### config.mk
export PLATFORM = sky130hd
export DESIGN_NAME = laa_dispatch_ctrl
export DESIGN_NICKNAME = d
export VERILOG_FILES = /design/src/rtl/laa_pkg.sv /design/src/rtl/laa_ins_decode.sv /design/src/rtl/laa_dispatch_ctrl.sv
export SDC_FILE = /design/constraint.sdc
export NUM_CORES = 1
export LEC_CHECK = 0
export CELL_PAD_IN_SITES_DETAIL_PLACEMENT = 0
export CELL_PAD_IN_SITES_GLOBAL_PLACEMENT = 1
export CORE_ASPECT_RATIO = 1.1
export CORE_MARGIN = 1.5
export CORE_UTILIZATION = 34
export DETAILED_ROUTE_END_ITERATION = 10
export GPL_ROUTABILITY_DRIVEN = 0
export PLACE_DENSITY = 0.84
export SLEW_MARGIN = 20
export SYNTH_ARGS = -nofsm -noshare
export SYNTH_HDL_FRONTEND = slang
export SYNTH_SLANG_ARGS = --single-unit
### constraint.sdc
create_clock -name clk -period 5.9 [get_ports clk]
set_clock_uncertainty 0.05 [all_clocks]
set_input_delay 0.885 -clock clk [delete_from_list [all_inputs] [get_ports clk]]
set_output_delay 0.885 -clock clk [all_outputs]
set_load 0.02 [all_outputs]
### src/rtl/laa_pkg.sv
`default_nettype none
// ============================================================================
// Module      : laa_pkg
// Description : Shared types and constants for the LAA core-side dispatch
//               logic: LAA opcode encoding, funct codes, sequencer states.
// Revision    : 1.0 - initial release
// ============================================================================
package laa_pkg;

    // Operation presented to the LAA on the request interface
    typedef enum logic [1:0] {
        LAA_NONE     = 2'd0,
        LAA_READ     = 2'd1,
        LAA_WRITE    = 2'd2,
        LAA_MULTIPLY = 2'd3
    } LAA_opcode;

    // funct field (ins[11:7]) values of the custom-0 LAA instructions
    localparam logic [4:0] LAA_F_WRITE = 5'b00010;
    localparam logic [4:0] LAA_F_READ  = 5'b00001;
    localparam logic [4:0] LAA_F_EXEC  = 5'b00011;

    // Dispatch sequencer states, explicitly encoded
    typedef enum logic [1:0] {
        ST_IDLE      = 2'd0,
        ST_REQ       = 2'd1,
        ST_WB        = 2'd2,
        ST_EXEC_WAIT = 2'd3
    } laa_dispatch_state_t;

endpackage
`default_nettype wire

### src/rtl/laa_ins_decode.sv
`default_nettype none
// ============================================================================
// Module      : laa_ins_decode
// Description : Combinational decode of an LAA instruction word: opcode
//               match, field extraction, legality check and op mapping.
// Revision    : 1.0 - initial release
// ============================================================================
module laa_ins_decode
    import laa_pkg::*;
#(
    parameter int         LAA_REGS = 32,
    parameter logic [6:0] LAA_OPC  = 7'b0001011
) (
    input  logic [31:0] ins,
    output logic        is_laa,
    output logic        legal,
    output LAA_opcode   op,
    output logic [4:0]  laa_idx,
    output logic [4:0]  core_idx
);

    // LAA_REGS is at most 32, so six bits hold it without loss
    localparam logic [5:0] c_regs = 6'(LAA_REGS);

    logic w_funct_ok;
    logic w_unused_bits;

    assign w_unused_bits = ^ins[21:12];

    // Map funct to an LAA op and pick the register fields for that op
    always_comb begin
        is_laa     = (ins[6:0] == LAA_OPC);
        op         = LAA_NONE;
        laa_idx    = 5'd0;
        core_idx   = 5'd0;
        w_funct_ok = 1'b1;
        case (ins[11:7])
            LAA_F_WRITE: begin
                op       = LAA_WRITE;
                laa_idx  = ins[26:22];
                core_idx = ins[31:27];
            end
            LAA_F_READ: begin
                op       = LAA_READ;
                laa_idx  = ins[31:27];
                core_idx = ins[26:22];
            end
            LAA_F_EXEC: begin
                op = LAA_MULTIPLY;
            end
            default: begin
                w_funct_ok = 1'b0;
            end
        endcase
        // EXECUTE carries no register index, laa_idx stays 0 and always passes
        legal = w_funct_ok && ({1'b0, laa_idx} < c_regs);
    end

endmodule
`default_nettype wire

### src/rtl/laa_dispatch_ctrl.sv
`default_nettype none
// ============================================================================
// Module      : laa_dispatch_ctrl
// Description : Core-side sequencer for the Linear Algebra Accelerator.
//               Accepts decoded LAA instructions, runs the req/ack handshake,
//               writes READ results back to the core, waits for EXECUTE with
//               a timeout, and stalls the core through busy.
// Revision    : 1.0 - initial release
// ============================================================================
module laa_dispatch_ctrl
    import laa_pkg::*;
#(
    parameter int         XLEN     = 32,
    parameter int         LAA_REGS = 32,
    parameter logic [6:0] LAA_OPC  = 7'b0001011,
    parameter int         EXEC_TMO = 1024
) (
    input  logic            clk,
    input  logic            Rst,
    input  logic            ins_valid,
    input  logic [31:0]     ins,
    output logic [4:0]      rs1_addr,
    input  logic [XLEN-1:0] rs1_data,
    output logic [4:0]      rd_addr,
    output logic [XLEN-1:0] wb_data,
    output logic            wb_regwrite,
    output logic            busy,
    output logic            illegal,
    output logic            err_tmo,
    output logic            laa_req,
    output logic [1:0]      laa_op,
    output logic [4:0]      laa_addr,
    output logic [XLEN-1:0] laa_wdata,
    input  logic            laa_ack,
    input  logic [XLEN-1:0] laa_rdata,
    input  logic            laa_done
);

    localparam int                 c_cnt_w    = $clog2(EXEC_TMO);
    localparam logic [c_cnt_w-1:0] c_tmo_last = c_cnt_w'(EXEC_TMO - 1);

    laa_dispatch_state_t r_state, w_state_nxt;
    LAA_opcode           r_op, w_op_nxt;
    logic [4:0]          r_laa_addr, w_laa_addr_nxt;
    logic [4:0]          r_rd, w_rd_nxt;
    logic [XLEN-1:0]     r_wdata, w_wdata_nxt;
    logic [XLEN-1:0]     r_rdata, w_rdata_nxt;
    logic [c_cnt_w-1:0]  r_cnt, w_cnt_nxt;
    logic                r_err_tmo, w_err_tmo_nxt;
    logic                r_illegal, w_illegal_nxt;

    logic                w_is_laa;
    logic                w_legal;
    LAA_opcode           w_dec_op;
    logic [4:0]          w_laa_idx;
    logic [4:0]          w_core_idx;
    logic                w_accept;

    laa_ins_decode #(
        .LAA_REGS (LAA_REGS),
        .LAA_OPC  (LAA_OPC)
    ) u_decode (
        .ins      (ins),
        .is_laa   (w_is_laa),
        .legal    (w_legal),
        .op       (w_dec_op),
        .laa_idx  (w_laa_idx),
        .core_idx (w_core_idx)
    );

    assign w_accept = (r_state == ST_IDLE) && ins_valid && w_is_laa && w_legal;

    // State and field registers; reset returns to IDLE with all outputs low
    always_ff @(posedge clk or posedge Rst) begin
        if (Rst) begin
            r_state    <= ST_IDLE;
            r_op       <= LAA_NONE;
            r_laa_addr <= '0;
            r_rd       <= '0;
            r_wdata    <= '0;
            r_rdata    <= '0;
            r_cnt      <= '0;
            r_err_tmo  <= 1'b0;
            r_illegal  <= 1'b0;
        end else begin
            r_state    <= w_state_nxt;
            r_op       <= w_op_nxt;
            r_laa_addr <= w_laa_addr_nxt;
            r_rd       <= w_rd_nxt;
            r_wdata    <= w_wdata_nxt;
            r_rdata    <= w_rdata_nxt;
            r_cnt      <= w_cnt_nxt;
            r_err_tmo  <= w_err_tmo_nxt;
            r_illegal  <= w_illegal_nxt;
        end
    end

    // Next-state logic: accept, handshake, writeback and EXECUTE wait/timeout
    always_comb begin
        w_state_nxt    = r_state;
        w_op_nxt       = r_op;
        w_laa_addr_nxt = r_laa_addr;
        w_rd_nxt       = r_rd;
        w_wdata_nxt    = r_wdata;
        w_rdata_nxt    = r_rdata;
        w_cnt_nxt      = r_cnt;
        w_err_tmo_nxt  = r_err_tmo;
        w_illegal_nxt  = 1'b0;
        case (r_state)
            ST_IDLE: begin
                if (ins_valid && w_is_laa) begin
                    if (w_legal) begin
                        w_state_nxt    = ST_REQ;
                        w_op_nxt       = w_dec_op;
                        w_laa_addr_nxt = w_laa_idx;
                        if (w_dec_op == LAA_WRITE) begin
                            w_wdata_nxt = rs1_data;
                        end
                        if (w_dec_op == LAA_READ) begin
                            w_rd_nxt = w_core_idx;
                        end
                        // A new EXECUTE clears the previous timeout report
                        if (w_dec_op == LAA_MULTIPLY) begin
                            w_err_tmo_nxt = 1'b0;
                        end
                    end else begin
                        w_illegal_nxt = 1'b1;
                    end
                end
            end
            ST_REQ: begin
                if (laa_ack) begin
                    case (r_op)
                        LAA_WRITE: w_state_nxt = ST_IDLE;
                        LAA_READ: begin
                            w_rdata_nxt = laa_rdata;
                            w_state_nxt = ST_WB;
                        end
                        default: begin
                            w_cnt_nxt   = '0;
                            w_state_nxt = ST_EXEC_WAIT;
                        end
                    endcase
                end
            end
            ST_WB: begin
                w_state_nxt = ST_IDLE;
            end
            ST_EXEC_WAIT: begin
                w_cnt_nxt = r_cnt + 1'b1;
                // done takes priority over a coincident timeout
                if (laa_done) begin
                    w_state_nxt = ST_IDLE;
                end else if (r_cnt == c_tmo_last) begin
                    w_err_tmo_nxt = 1'b1;
                    w_state_nxt   = ST_IDLE;
                end
            end
            default: begin
                w_state_nxt = ST_IDLE;
            end
        endcase
    end

    // Output drive; busy covers the accept cycle combinationally
    always_comb begin
        rs1_addr    = ins[31:27];
        busy        = !Rst && ((r_state != ST_IDLE) || w_accept);
        laa_req     = (r_state == ST_REQ);
        laa_op      = r_op;
        laa_addr    = r_laa_addr;
        laa_wdata   = r_wdata;
        rd_addr     = r_rd;
        wb_data     = r_rdata;
        wb_regwrite = (r_state == ST_WB) && (r_rd != 5'd0);
        illegal     = r_illegal;
        err_tmo     = r_err_tmo;
    end

endmodule
`default_nettype wire
==> results of run 1 <==
-- cell families (layout without fill, tap and decap cells) --
logic type / after synthesis / count (layout) / share of synthesized area [%]
muxes: 74 / 74 / 24.2
buffers and inverters: 18 / 198 / 3.95
AOI/OAI and AO/OA: 28 / 28 / 4.56
and+or+nand+nor: 53 / 53 / 7.55
DFF: 90 / 90 / 57.9
adders and majority gates: 3 / 3 / 0.964
xor gates and xnor gates: 4 / 4 / 0.900
-- layer usage --
layer	up-vias	global-route usage [%]	routed length, um
li1	1306	-	-
met1	1393	19.3	3910
met2	116	25.8	4470
met3	8	4.31	623
met4	0	4.47	86
met5	-	0	0
-- sequential cells by signal (all words and copies together) (netlist names) --
name       flops
wb_data       32
r_state        2
err_tmo        1
illegal        1
laa_addr       5
laa_wdata     32
r_cnt         10
rd_addr        5
laa_op         2
-- worst max-delay path: stages --
cell	delay, ns
clkdlybuf4s50_1	0.40
or4b_4	0.54
or4b_2	0.68
a21oi_1	0.16
clkdlybuf4s50_1	0.61
-- through the flow --
step	worst slack [ns]	std cells	utilization [%]	power, mW	hold WS [ns]
2_1_floorplan	2.50	270	-	0.664	0.395
3_3_place_gp	1.70	581	51.7	0.739	0.421
3_5_place_dp	1.69	581	51.7	0.741	0.426
4_1_cts	1.69	597	54.4	1.33	0.441
5_1_grt	1.62	597	54.4	1.35	0.461
6_report	1.68	597	54.4	1.31	0.441
-- layout make-up --
class | instances | area, um2 | area share, %
timing repair buffer | 178 | 1780 | 29.6
tap | 147 | 184 | 3.05
clock inverter | 6 | 72.6 | 1.21
inverter | 4 | 16.3 | 0.270
multi-input combinational | 162 | 1490 | 24.7
clock buffer | 10 | 229 | 3.80
sequential | 90 | 2250 | 37.4
-- power breakdown --
group	internal (mW)	switching (mW)	total (mW)	leakage (nW)
registers	0.621	0.00215	0.623	1.23
clock network	0.333	0.246	0.579	0.144
logic	0.0688	0.0368	0.106	1.31
-- layout by cell type (no fill, tap or decap), types with 2 or more instances in the layout --
cell type	n
dfrtp_1	90
o21ai_0	9
or3_1	2
nand2_1	10
inv_6	2
ha_1	3
clkbuf_16	9
and2_1	2
and3_1	2
nand3_1	3
nor2b_1	4
nor3_1	3
mux2_2	45
clkdlybuf4s50_1	176
a22oi_1	5
mux2_4	29
nand2b_1	2
clkinv_4	2
xnor2_1	3
a21oi_1	5
nand4_1	2
inv_1	3
nor2_1	14
-- worst paths after layout --
kind | to | slack, ns | depth (start not counted)
min in group asynchronous | err_tmo | 0.75 | 2
min reg2reg | r_cnt[6] | 0.44 | 1
max reg2reg | laa_wdata[7] | 3.74 | 4
max | busy | 1.68 | 5
min | r_cnt[6] | 0.44 | 1
max in group asynchronous | r_state[0] | 4.06 | 3
==> metrics.md, run 1 <==
| Metric | Value |
|---|---|
| Setup_tns | 0 ns |
| Clk pin slew, worst setup/hold paths | 0.06 ns |
| Cell taking the most area after synthesis | dfrtp_1 |
| Synth cell types | 43 |
| Fmax achieved | 237 MHz |
| Maximum vdd drop | 0.130 mV |
| I/O pin cnt | 187 |
| Area growth syn-to-layout | 54.7% |
| Commonest cells post-synth | dfrtp_1, mux2_2, mux2_4 |
| Post-synth top area share | 57.9% |
| Outcome | finished clean |
| Leakage | 2.69 nW |
| Top-count cell post-synth | dfrtp_1 |
| Core ar. | 11100 um2 |
| Synth Flop Type | dfrtp_1 |
| Min-delay worst type | reg2reg |
| Final ANT Viol Nets | 0 |
| DR WL/cell | 15.2 um |
| Via count | 2823 |
| # DRC | 0 |
| Final Slew Violations | 0 |
| Tcrit/Tclk final | 71.5% |
| Htree depth | 3 |
| Cell count after synthesis | 270 |
| Die H | 115 um |
| Fill cells | 957 |
| Post-Syn Area | 3890 um2 |
| CP Data Arrival Time | 3.28 ns |
| PortBufs | 176 |
| TritonCTS clock tree | done |
| RSZ-0062 raised after global routing | no |
| PostCTS Resize Cnt | 0 |
| Post-DP Area | 5720 um2 |
| Post-Syn Nets | 374 |
| Number of vias per cell | 4.73 |
| GRT overflow | 0 |
| Syn avg cell area | 14.4 um2 |
| Worst reg2reg startpoint | r_state[0] |
| Largest net degree at the start of global routing | 84 |
| WS Path Type | in2out |
| Power density cells | 217 nW/um2 |
| NumNets Final | 549 |
| First-pass DRT Iterations | 4 |
| Ys Warns | 0 |
| Die X | 105 um |
| CTS Hold Bufs | 0 |
| CP max FO | 3 |
| Clock Tree Root | clkbuf_16 |
| Die area | 12100 um2 |
| Share of cells above drive strength 1 | 21.6% |
| Cell area after layout | 6020 um2 |
| EDFF count, synth | 0 |
| Hold path start | r_cnt[6] |
| Initial antenna violation count | 0 |
| Max-cap violations | 0 |
| Seq/Total Area, Yosys | 57.9% |
| First-pass GRT wire length | 14800 um |
| Row cnt | 40 |
| Flop and latch count out of synthesis | 90 |
| Clock sink count | 90 |
| Drt total wl | 9090 um |
| Req. time, crit path | 4.97 ns |
| Initial DRC count | 120 |
| Setup crit end kind | primary output |
| Worst skew pair latency | 0.32 ns |
| Worst slew pin tran | 0.767 ns |
| Relative slew slack | 48.9% |
| Setup violations, final | 0 |
| Final HPWL DP | 6600 um |
| Postcts setup bufs | 0 |
| Final min period | 4.22 ns |
| Asr flop ratio synth | 100% |
| Bufs on Longest Clock Path | 2 |
| Fin. Hold Viols | 0 |
| Vias in the first global route | 3049 |
| Crit start category | input pin |
| Antenna diodes | 0 |
| TritonCTS Buffers | 9 |
| Top cells by area, synth | dfrtp_1, mux2_2, mux2_4 |
| All-Layer GR Usage | 15.3% |
| Crit. Startpoint | ins[5] |
| Initial Utilization | 35.2% |
Note: power is estimated with default switching activity, not from simulation.
==> inputs of run 2 (changes only) <==
--- a/config.mk
+++ b/config.mk
@@ -9,10 +9,10 @@
 export CELL_PAD_IN_SITES_GLOBAL_PLACEMENT = 1
 export CORE_ASPECT_RATIO = 1.1
 export CORE_MARGIN = 1.5
-export CORE_UTILIZATION = 34
+export CORE_UTILIZATION = 31
 export DETAILED_ROUTE_END_ITERATION = 10
 export GPL_ROUTABILITY_DRIVEN = 0
-export PLACE_DENSITY = 0.84
+export PLACE_DENSITY = 0.77
 export SLEW_MARGIN = 20
 export SYNTH_ARGS = -nofsm -noshare
 export SYNTH_HDL_FRONTEND = slang
==> constraint.sdc (replaced) <==
create_clock -name clk -period 4 [get_ports clk]
set_clock_uncertainty 0.05 [all_clocks]
set_input_delay 0.6 -clock clk [delete_from_list [all_inputs] [get_ports clk]]
set_output_delay 0.6 -clock clk [all_outputs]
set_load 0.02 [all_outputs]
==> run 2 against run 1 <==
  * Flip-flop and latch count did not move
  * Sequential share of layout area is 0.14 points lower
  * Wire length up 1.0%
  * Utilization down 4.7 points
  * Via count down 2.4%
  * Largest cell class unchanged
  * Largest power group unchanged
  * Highest routed layer unchanged
==> metrics.md, run 2 (synthesis gave the netlist of run 1 again) <==
| Metric | Value |
|---|---|
| Postcts setup bufs | 0 (unchanged) |
| Max-cap violations | 0 (unchanged) |
| Req. time, crit path | 3.35 ns (-1.62 ns) |
| Commonest non-fill, non-tap cell in the layout | clkdlybuf4s50_1 |
| TritonCTS Buffers | 9 (unchanged) |
| Bufs on Longest Clock Path | 2 (unchanged) |
| Final min period | 3.68 ns |
| Worst skew pair latency | 0.33 ns (about the same) |
| CP Cell Sequence | clkdlybuf4s50_1, or4b_4, or4b_2, a21oi_1, clkdlybuf4s50_1 |
| Power density cells | 319 nW/um2 (+47%) |
| FF-to-FF path depth | 4 (unchanged) |
| I/O pin cnt | 187 (unchanged) |
| Final Total Pwr | 1.93 mW (+47%) |
| Initial Utilization | 32.1% (-3.1 points) |
| Setup violations, final | 0 (unchanged) |
| Outcome | finished clean |
| Row cnt | 42 (+5.0%) |
| CP max FO | 3 (unchanged) |
| Tcrit/Tclk final | 92.0% |
| Htree depth | 3 (unchanged) |
| All-Layer GR Usage | 14.1% (-1.3 points) |
| Min-delay worst type | reg2reg |
| Core ar. | 12100 um2 (+9.8%) |
| CTS Hold Bufs | 0 (unchanged) |
| Via count | 2755 (-2.4%) |
| CP Data Arrival Time | 3.03 ns (-0.25 ns) |
| Antenna diodes | 0 (unchanged) |
| TritonCTS clock tree | done |
| Relative slew slack | 56.6% (+7.8 points) |
| Clk pin slew, worst setup/hold paths | 0.06 ns (about the same) |
| Vias in the first global route | 2898 (-5.0%) |
| Setup_tns | 0 ns (unchanged) |
| Area growth syn-to-layout | 55.3% |
| GRT overflow | 0 (unchanged) |
| Die area | 13200 um2 (+9.4%) |
| First-pass GRT wire length | 14200 um (-4.3%) |
| Number of vias per cell | 4.56 (-3.5%) |
| CP peak stage delay | 0.67 ns (about the same) |
| Drt total wl | 9180 um (+1.0%) |
| # DRC | 0 (unchanged) |
| CP max stage cell | or4b_2 |
| NumNets Final | 549 (unchanged) |
| Clock Tree Root | clkbuf_16 |
| Maximum vdd drop | 0.214 mV (+65%) |
| Min-Delay Path Depth | 1 (unchanged) |
| Initial antenna violation count | 0 (unchanged) |
| Fin. Hold Viols | 0 (unchanged) |
| Clock sink count | 90 (unchanged) |
| Worst slew pin tran | 0.650 ns (-0.117 ns) |
| Fmax achieved | 272 MHz |
| DR WL/cell | 15.2 um (-0.17%) |
| Setup crit end kind | primary output |
| CP most frequent cell | clkdlybuf4s50_1 |
| Crit start category | input pin |
| First-pass DRT Iterations | 4 (unchanged) |
| WS Path Type | in2out |
| Largest net degree at the start of global routing | 61 (-27%) |
| Final Slew Violations | 0 (unchanged) |
| Leakage | 2.69 nW (+0.17%) |
| Die H | 121 um (+4.6%) |
| RSZ-0062 raised after global routing | no |
| Most frequent cells in the layout | clkdlybuf4s50_1, dfrtp_1, mux2_2, mux2_4, nor2_1 |
| Final ANT Viol Nets | 0 (unchanged) |
| PortBufs | 176 (unchanged) |
| Initial DRC count | 86 (-28%) |
| Share of cells above drive strength 1 | 21.6% (unchanged) |
| Final HPWL DP | 6780 um (+2.8%) |
| PostCTS Resize Cnt | 0 (unchanged) |
| Die X | 110 um (+4.6%) |
-- run 2: cell count changes in the layout (fill, tap and decap cells not counted) --
cell / previous run / this run
buf_12: 0 / 1
buf_6: 1 / 0
clkbuf_8: 0 / 2
clkinv_2: 1 / 2
clkinv_4: 2 / 0
clkinvlp_4: 1 / 2
inv_6: 2 / 0
-- run 2: routing by layer --
layer / part of all wire [%] / global-route usage [%] / wire length (um)
met4: 1.9 / 6.41 / 171
met3: 9.1 / 4.74 / 835
met2: 48 / 23.1 / 4410
met1: 41 / 16.5 / 3760
met5: 0 / 0 / 0
-- run 2: metrics by stage --
| stage | hold slack, ns | instance area, um2 | setup slack [ns] | std cells | utilization (%) |
|---|---|---|---|---|---|
| floorplan | 0.395 | 3890 | 1.01 | 270 | - |
| global placement | 0.422 | 5740 | 0.367 | 588 | 47.3 |
| detailed placement | 0.442 | 5740 | 0.342 | 588 | 47.3 |
| CTS | 0.456 | 6040 | 0.341 | 604 | 49.8 |
| global route | 0.467 | 6040 | 0.279 | 604 | 49.8 |
| finish | 0.451 | 6040 | 0.322 | 604 | 49.8 |
-- run 2: worst max-delay path: cells and delay by family --
kind / cells / cell delay [ns]
compound gates: 1 / 0.18
buf+inv: 2 / 1.04
simple gates: 2 / 1.21
-- run 2: path summary, 6_finish.rpt --
check	start	to	slack [ns]
min in group asynchronous	Rst	illegal	0.61
worst min register to register	wb_data[7]	wb_data[7]	0.45
max in group asynchronous	Rst	wb_data[2]	2.58
worst max register to register	r_state[0]	laa_wdata[6]	1.84
worst max-delay path	ins[5]	busy	0.32
worst min-delay path	wb_data[7]	wb_data[7]	0.45
-- run 2: cell type report --
cell class | count | area, um2
fill | 1126 | 6100
sequential | 90 | 2250
timing repair buffer | 178 | 1790
multi-input combinational | 162 | 1490
clock buffer | 12 | 256
tap | 154 | 193
clock inverter | 4 | 50.0
inverter | 4 | 16.3
-- run 2: where the power goes --
part	total [mW]	switching, mW	internal, mW
combinational	0.157	0.0541	0.103
clock	0.852	0.335	0.517
sequential	0.919	0.00303	0.916
total	1.93	0.392	1.54
